--- src/rtl/hilo_div.sv ---
// hilo_div: multi-cycle radix-2 restoring divider for DIV/DIVU.
// result_o = {remainder, quotient}; ready_o pulses for one cycle when valid.
// Optional macro HILO_DIV_ZERO_FAST_EN: when defined, a zero divisor takes a
// two-cycle DIV_ZERO path instead of running the full iteration count.
module hilo_div #(
   parameter int WIDTH = 32
) (
   input  logic               clk,
   input  logic               rst_n,
   input  logic               start_i,
   input  logic               signed_i,
   input  logic               annul_i,
   input  logic [WIDTH-1:0]   opdata1_i,
   input  logic [WIDTH-1:0]   opdata2_i,
   output logic [2*WIDTH-1:0] result_o,
   output logic               ready_o,
   output logic               busy_o
);

   localparam int CW = $clog2(WIDTH);

   typedef enum logic [1:0] {
      IDLE     = 2'd0,
      DIV_ON   = 2'd1,
`ifdef HILO_DIV_ZERO_FAST_EN
      DIV_ZERO = 2'd2,
`endif
      DIV_END  = 2'd3
   } state_t;

   state_t             r_state;
   state_t             w_next;

   logic [WIDTH-1:0]   r_op1;       // raw dividend, needed for sign fix and zero result
   logic               r_op2_msb;
   logic               r_sign;
   logic               r_dzero;
   logic [WIDTH-1:0]   r_dsr;       // divisor magnitude
   logic [WIDTH-1:0]   r_rem;       // partial remainder
   logic [WIDTH-1:0]   r_quot;      // dividend bits shift out as quotient bits shift in
   logic [CW-1:0]      r_cnt;
   logic [2*WIDTH-1:0] r_result;
   logic               r_ready;
   logic               r_busy;

   logic               w_accept;
   logic               w_last;
   logic               w_op2_zero;
   logic [WIDTH-1:0]   w_mag1;
   logic [WIDTH-1:0]   w_mag2;
   logic [WIDTH:0]     w_shift;
   logic [WIDTH:0]     w_trial;
   logic [WIDTH-1:0]   w_rem_nxt;
   logic [WIDTH-1:0]   w_quot_nxt;
   logic               w_neg_q;
   logic               w_neg_r;
   logic [2*WIDTH-1:0] w_final;

   assign w_accept   = (r_state == IDLE) && start_i && !annul_i;
   assign w_last     = (r_cnt == CW'(WIDTH-1));
   assign w_op2_zero = (opdata2_i == '0);

   // 0x80..0 negates to itself, which is the correct unsigned magnitude
   assign w_mag1 = (signed_i && opdata1_i[WIDTH-1]) ? ('0 - opdata1_i) : opdata1_i;
   assign w_mag2 = (signed_i && opdata2_i[WIDTH-1]) ? ('0 - opdata2_i) : opdata2_i;

   // one restoring step: a negative trial difference shows up in bit WIDTH
   assign w_shift    = {r_rem, r_quot[WIDTH-1]};
   assign w_trial    = w_shift - {1'b0, r_dsr};
   assign w_rem_nxt  = w_trial[WIDTH] ? w_shift[WIDTH-1:0] : w_trial[WIDTH-1:0];
   assign w_quot_nxt = {r_quot[WIDTH-2:0], ~w_trial[WIDTH]};

   assign w_neg_q = r_sign & (r_op1[WIDTH-1] ^ r_op2_msb);
   assign w_neg_r = r_sign & r_op1[WIDTH-1];

   // zero divisor without the fast path still iterates, then the result is forced
   assign w_final = r_dzero ? {r_op1, {WIDTH{1'b1}}}
                            : {(w_neg_r ? ('0 - w_rem_nxt)  : w_rem_nxt),
                               (w_neg_q ? ('0 - w_quot_nxt) : w_quot_nxt)};

   // next-state decode
   always_comb begin
      w_next = r_state;
      case (r_state)
         IDLE: begin
            if (w_accept) begin
`ifdef HILO_DIV_ZERO_FAST_EN
               w_next = w_op2_zero ? DIV_ZERO : DIV_ON;
`else
               w_next = DIV_ON;
`endif
            end
         end
         DIV_ON: begin
            if (annul_i)     w_next = IDLE;
            else if (w_last) w_next = DIV_END;
         end
`ifdef HILO_DIV_ZERO_FAST_EN
         DIV_ZERO: begin
            w_next = annul_i ? IDLE : DIV_END;
         end
`endif
         DIV_END: w_next = IDLE;
         default: w_next = IDLE;
      endcase
   end

   // state register with ready/busy registered from the next state
   always_ff @(posedge clk or negedge rst_n) begin
      if (!rst_n) begin
         r_state <= IDLE;
         r_ready <= 1'b0;
         r_busy  <= 1'b0;
      end else begin
         r_state <= w_next;
         r_ready <= (w_next == DIV_END);
`ifdef HILO_DIV_ZERO_FAST_EN
         r_busy  <= (w_next == DIV_ON) || (w_next == DIV_ZERO);
`else
         r_busy  <= (w_next == DIV_ON);
`endif
      end
   end

   // operand capture, iteration datapath and result register
   always_ff @(posedge clk or negedge rst_n) begin
      if (!rst_n) begin
         r_op1     <= '0;
         r_op2_msb <= 1'b0;
         r_sign    <= 1'b0;
         r_dzero   <= 1'b0;
         r_dsr     <= '0;
         r_rem     <= '0;
         r_quot    <= '0;
         r_cnt     <= '0;
         r_result  <= '0;
      end else begin
         case (r_state)
            IDLE: begin
               if (w_accept) begin
                  r_op1     <= opdata1_i;
                  r_op2_msb <= opdata2_i[WIDTH-1];
                  r_sign    <= signed_i;
                  r_dzero   <= w_op2_zero;
                  r_dsr     <= w_mag2;
                  r_quot    <= w_mag1;
                  r_rem     <= '0;
                  r_cnt     <= '0;
               end
            end
            DIV_ON: begin
               if (!annul_i) begin
                  r_rem  <= w_rem_nxt;
                  r_quot <= w_quot_nxt;
                  r_cnt  <= r_cnt + 1'b1;
                  if (w_last) r_result <= w_final;
               end
            end
`ifdef HILO_DIV_ZERO_FAST_EN
            DIV_ZERO: begin
               if (!annul_i) r_result <= {r_op1, {WIDTH{1'b1}}};
            end
`endif
            default: ;
         endcase
      end
   end

   assign result_o = r_result;
   assign ready_o  = r_ready;
   assign busy_o   = r_busy;

endmodule

--- config.mk ---
export PLATFORM = sky130hd
export DESIGN_NAME = hilo_div
export DESIGN_NICKNAME = d
export VERILOG_FILES = /design/src/rtl/hilo_div.sv
export SDC_FILE = /design/constraint.sdc
export NUM_CORES = 1
export LEC_CHECK = 0
export BUFFER_PORTS_ARGS = -buffer_cell sky130_fd_sc_hd__buf_2
export CAP_MARGIN = 20
export CORE_MARGIN = 1
export CORE_UTILIZATION = 25
export CTS_BUF_LIST = sky130_fd_sc_hd__clkbuf_16
export DETAILED_ROUTE_END_ITERATION = 7
export GPL_TIMING_DRIVEN = 0
export SYNTH_ARGS = -nofsm -noshare
export SYNTH_HDL_FRONTEND = slang
export SYNTH_SLANG_ARGS = --single-unit
--- constraint.sdc ---
create_clock -name clk -period 6.49 [get_ports clk]
set_clock_uncertainty 0.15 [all_clocks]
set_input_delay 0.3245 -clock clk [delete_from_list [all_inputs] [get_ports clk]]
set_output_delay 0.3245 -clock clk [all_outputs]
set_load 0.05 [all_outputs]
# Word-level counts from Yosys, hierarchy flattened
# Index checks and enable logic that the tools add are counted.
# word_totals
memories	0
ramBits	0
latchBits	0
out_inout_bits	66
rom_bits	0
input_bits	69
wordCells	59
regBits	204
# op_classes
muxes	19
bitwise_logic	5
addsub	6
n_lt_le_gt_ge	0
n_eq_ne	6
n_reduce_logical	11
mul	0
shifts	0
n_div	0
# ops
op	n
$mux 32	9
$pmux 32 s2	2
$sub 1x32->32 const A	4
$mux 64	1
$sub 33x32->33	1
$logic_not 32->1	1
$mux 5	2
$pmux 5 s2	1
$mux 2	3
$reduce_and 3->1	2
$add 5x1->5 const B	1
$eq 5x5->1 const B	1
$eq 2x1->1 const B	2
$logic_and 1x1->1	4
$ne 2x2->1 const B	2
$pmux 2 s2	1
$and 1x1->1	2
$eq 2x2->1 const B	1
$logic_not 2->1	1
$not 1->1	2
$reduce_and 2->1	1
$reduce_bool 2->1	1
$logic_not 1->1	1
$xor 1x1->1	1

# Logic depth before layout (Yosys ltp)
# logic_depth
ltp_word	6
depth_mapped	22
depth_no_buf	20

# Worst setup path before layout
# Ideal clock, no wire load.
# synth_timing
path_type	reg2reg
start	reg r_quot[31]
end	reg r_result[60], in the netlist result_o[60]
stages_incl_launch_ff	23
required_ps	6209
synth_period_minus_slack_ps	4914
t_arrival_ps	4633
setup_ps	131
setup_slack_ps	1576
path_buffers	2
cell_sequence	dfrtp_1 inv_1 ha_1 inv_1 fa_1 a211oi_1 o21a_1 a2111o_1 a211oi_1 o211a_1 inv_1 clkbuf_1 clkbuf_1 nor2_1 a21oi_1 ha_1 nand3_1 nor4_1 o22a_1 o211ai_2 or4b_1 nand3_1 o21ai_1
# synth_between
elab_chain_len	5
# synth_lines
item	line_no	text
from (decl)	40	logic [WIDTH-1:0] r_quot;
from (signal assigned)	146	r_quot <= w_mag1;
from (signal assigned)	154	r_quot <= w_quot_nxt;
$sub 33x32->33	69	assign w_trial = w_shift - {1'b0, r_dsr};
$mux 32 (*)	70	assign w_rem_nxt = w_trial[WIDTH] ? w_shift[WIDTH-1:0] : w_trial[WIDTH-1:0];
$sub 1x32->32	78	: {(w_neg_r ? ('0 - w_rem_nxt) : w_rem_nxt),
$mux 32 (*)	78	
$mux 64 (*)	77	assign w_final = r_dzero ? {r_op1, {WIDTH{1'b1}}}
to (signal assigned)	156	if (w_last) r_result <= w_final;
to (decl)	42	logic [2*WIDTH-1:0] r_result;
# Every way passes the cells marked *; elsewhere a longest branch is shown, timed or not.
# A chain may end at the register's enable or synchronous reset.

# Final worst setup path
# Same ends and word-level chain as after synthesis.

==> flow_summary_export.csv <==
group,metric,value,unit
sta,setup_ws,0.406,ns
power,peakVddDrop,0.000219,V
finish,regArea,5100,um^2
finish,drive_above_1_share,0.109,
drt,via_per_inst,5.02,
worst_setup_path,critical_path_buf_inv_count,5,
drt,drtAntennaViolNets,0,
worst_setup_path,crit_path_end_kind,"register",
worst_setup_path,critPathKind,"register to register",
run_status,violations,"hold timing",
drt,via_count,13000,
worst_setup_path,crit_family,"compound AO/OA/AOI/OAI gates",
clock_tree,clkLatencyLatePin,0.54,ns
finish,syn2layout_area_growth,21.7,%
clock_tree,clockRootBuffer,"clkbuf_16",
global_routing,grt_usage,0.168,
global_routing,gr-total-overflow,0,
global_routing,first_global_vias,13000,
sta,finalHoldViolCount,1,
drt,finalWirelength,45900,um
power,power.density,451,nW/um^2
worst_setup_path,crit_fanout,10,
worst_setup_path,slowest_stage,"a2111o_1",
worst_setup_path,arrival,6.34,ns
synth,synth_edf_count,0,
worst_setup_path,crit_top_cell,"inv_1",
synth,ys_seq_area_frac,0.382,
place,gp_congestion,0.904,
sta,slew_headroom,0.375,
clock_tree,htree_levels,1,
power,power_leakage,7.32,nW
drt,drt-initial-drc-count,926,
global_routing,grt_max_degree,118,
sta,period_needed,6.08,ns
finish,num-nets-final,1984,
finish,final_cell_mix,"293 x nand2_1, 204 x dfrtp_1, 170 x o21ai_0",
sta,worst_pin_slew,0.934,ns
floorplan,dieArea,54400,um^2
synth,syn_inst,1660,
sta,fin_crit_sh,0.937,
drt,drt_first_pass_iters,5,
synth,ys_types,82,
sta,fmax,0.164,GHz
synth,synth_seq_cells,204,
sta,finalSetupTns,0,ns
finish,num-fill-cells,5544,
sta,setup_viol,0,
hold_path,min_path_type,"primary input to register",
drt,drc,0,
floorplan,core_area,52700,um^2
floorplan,die_h,233,um
drt,routedWlPerCell,17.8,um
clock_tree,numCtsBuffers,24,
global_routing,grt_antenna_before_repair,5,
global_routing,grt_pass1_wl,71700,um
synth,synth.cell_area,13400,um^2
floorplan,start_util,0.254,
synth,ys_warn_count,0,
worst_setup_path,crit_path_cell_trace,"inv_1, ha_1, inv_1, fa_1, a211oi_2, o21a_1, a2111o_1, a211o_1, o211a_1, inv_1, clkbuf_2, buf_2, mux2i_1, ha_1, nand3_1, nor4_2, o22a_1, o211ai_2, or4b_1, nand3_1, o21ai_1",
clock_tree,clkTransAtPathRegs,0.06,ns
sta,timing.hold.ws,-0.0107,ns
clock_tree,tritoncts,"done",
synth,async_reset_ff_frac,1.00,
sta,final_max_slew_viol_count,0,
run_status,status,"complete, but fails checks",
place,port-buffer-count,134,
worst_setup_path,critPathMaxStageDelay,0.53,ns
clock_tree,clk_path_buf_depth,3,
synth,syn_nets,1768,
worst_setup_path,critPathLaunchType,"register",
floorplan,die_w,233,um
sta,rsz0062_at_grt,"false",
worst_setup_path,required,6.74,ns
clock_tree,clock-sinks,204,
finish,final_common_cell,"nand2_1",
place,place_hpwl,35900,um
place,preCtsSetupSlack,-0.120,ns
finish,multi_input_area,7710,um^2
synth,synth_top_flop_cell,"dfrtp_1",
floorplan,num_rows,84,
floorplan,ios,135,
synth,syn_avg_cell_area,8.05,um^2
job,cap_violations,0,
-- timing repair --
item	CTS	global route
endpoints found under the hold margin	142	0
endpoints found under the setup margin	2	6
hold buffers	55	0
resized for setup	2	3
cloned	0	0
setup buffers	0	0
-- tightest hold or removal path, delay by kind of cell --
kind,cells,cell delay [ns]
buffers and inverters,1,0.10
AOI/OAI and AO/OA,1,0.13
xor gates and xnor gates,1,0.07
-- per-layer routing --
layer / GRT usage / vias to the layer above / wire, um
met2: 0.283 / 331 / 21800
met4: 0.0572 / 6 / 1370
met5: 0 / - / 37
met1: 0.214 / 6288 / 20200
met3: 0.0306 / 70 / 2490
li1: - / 6274 / -
-- stage by stage --
stage | instance area, um^2 | instances | utilization | hold WS, ns | total power [W]
2_1_floorplan | 13400 | 1660 | - | -0.121 | 0.00475
3_3_place_gp | 14900 | 2482 | 0.283 | 0.310 | 0.00588
3_5_place_dp | 14900 | 2483 | 0.284 | 0.246 | 0.00594
4_1_cts | 16300 | 2582 | 0.309 | 0.000472 | 0.00731
5_1_grt | 16300 | 2584 | 0.309 | 0.00635 | 0.00787
6_report | 16300 | 2584 | 0.309 | -0.0107 | 0.00735
-- final cells by class --
| cell class | count | share of cell area |
|---|---|---|
| clock buffer | 24 | 0.0369 |
| antenna | 2 | 0.000307 |
| multi-input combinational | 1310 | 0.474 |
| clock inverter | 20 | 0.00984 |
| buffer | 88 | 0.0219 |
| tap | 688 | 0.0529 |
| sequential | 204 | 0.314 |
| inverter | 58 | 0.0134 |
| timing repair buffer | 190 | 0.0773 |
-- synthesized netlist by cell type (all sizes together) (6+ instances only) --
cell type  count  share of area
inv           58          0.016
nand2b         7         0.0033
a211oi        11         0.0062
or4           13         0.0079
clkbuf        75          0.021
dfrtp        204           0.38
and4           6         0.0041
a21o          15         0.0084
ha            38          0.036
nand2        293          0.082
o21a          10         0.0056
or3           28          0.013
o21ai        175          0.066
a21oi        157          0.059
a22o           6         0.0039
and2          17         0.0080
and3          11         0.0051
nor3          37          0.014
nand3         24         0.0090
xor2          54          0.035
nor2         146          0.041
buf           13         0.0054
nand4         13         0.0061
o211ai        10         0.0060
xnor2         70          0.046
o41ai          6         0.0039
mux2i         34          0.025
nor4          15         0.0081
a31oi         17         0.0080
a21boi         7         0.0056
o31ai         22          0.013
-- cell families after synthesis --
family	synth area share
mux	0.0280
fa+ha+maj	0.0371
compound gates	0.215
xor+xnor	0.0812
simple gates	0.214
flops	0.382
buf+inv	0.0428
-- path summary, 6_finish.rpt --
kind | start | slack [ns] | endpoint | cells past startpoint
max | r_quot[31]$_DFFE_PN0P_ | 0.41 | result_o[60]$_DFFE_PN0P_ | 21
min | opdata2_i[30] | -0.01 | r_dsr[30]$_DFFE_PN0P_ | 3
max reg2reg | r_quot[31]$_DFFE_PN0P_ | 0.41 | result_o[60]$_DFFE_PN0P_ | 21
min reg2reg | result_o[27]$_DFFE_PN0P_ | 0.32 | result_o[27]$_DFFE_PN0P_ | 2
max in group asynchronous | rst_n | 4.87 | r_dsr[3]$_DFFE_PN0P_ | 3
min in group asynchronous | rst_n | 0.23 | result_o[28]$_DFFE_PN0P_ | 2
-- registers in the layout (all words and copies together), names as in the netlist --
register,flops
r_state,2
r_quot,32
r_dsr,32
ready_o,1
r_op1,32
r_op2_msb,1
r_rem,32
r_dzero,1
r_sign,1
r_cnt,5
result_o,64
busy_o,1
-- power breakdown --
part	switching, W	internal (W)
clock network	0.000565	0.000754
registers	0.000272	0.00150
logic	0.00269	0.00157
total	0.00352	0.00382
Power figures use the tool's default switching activity.
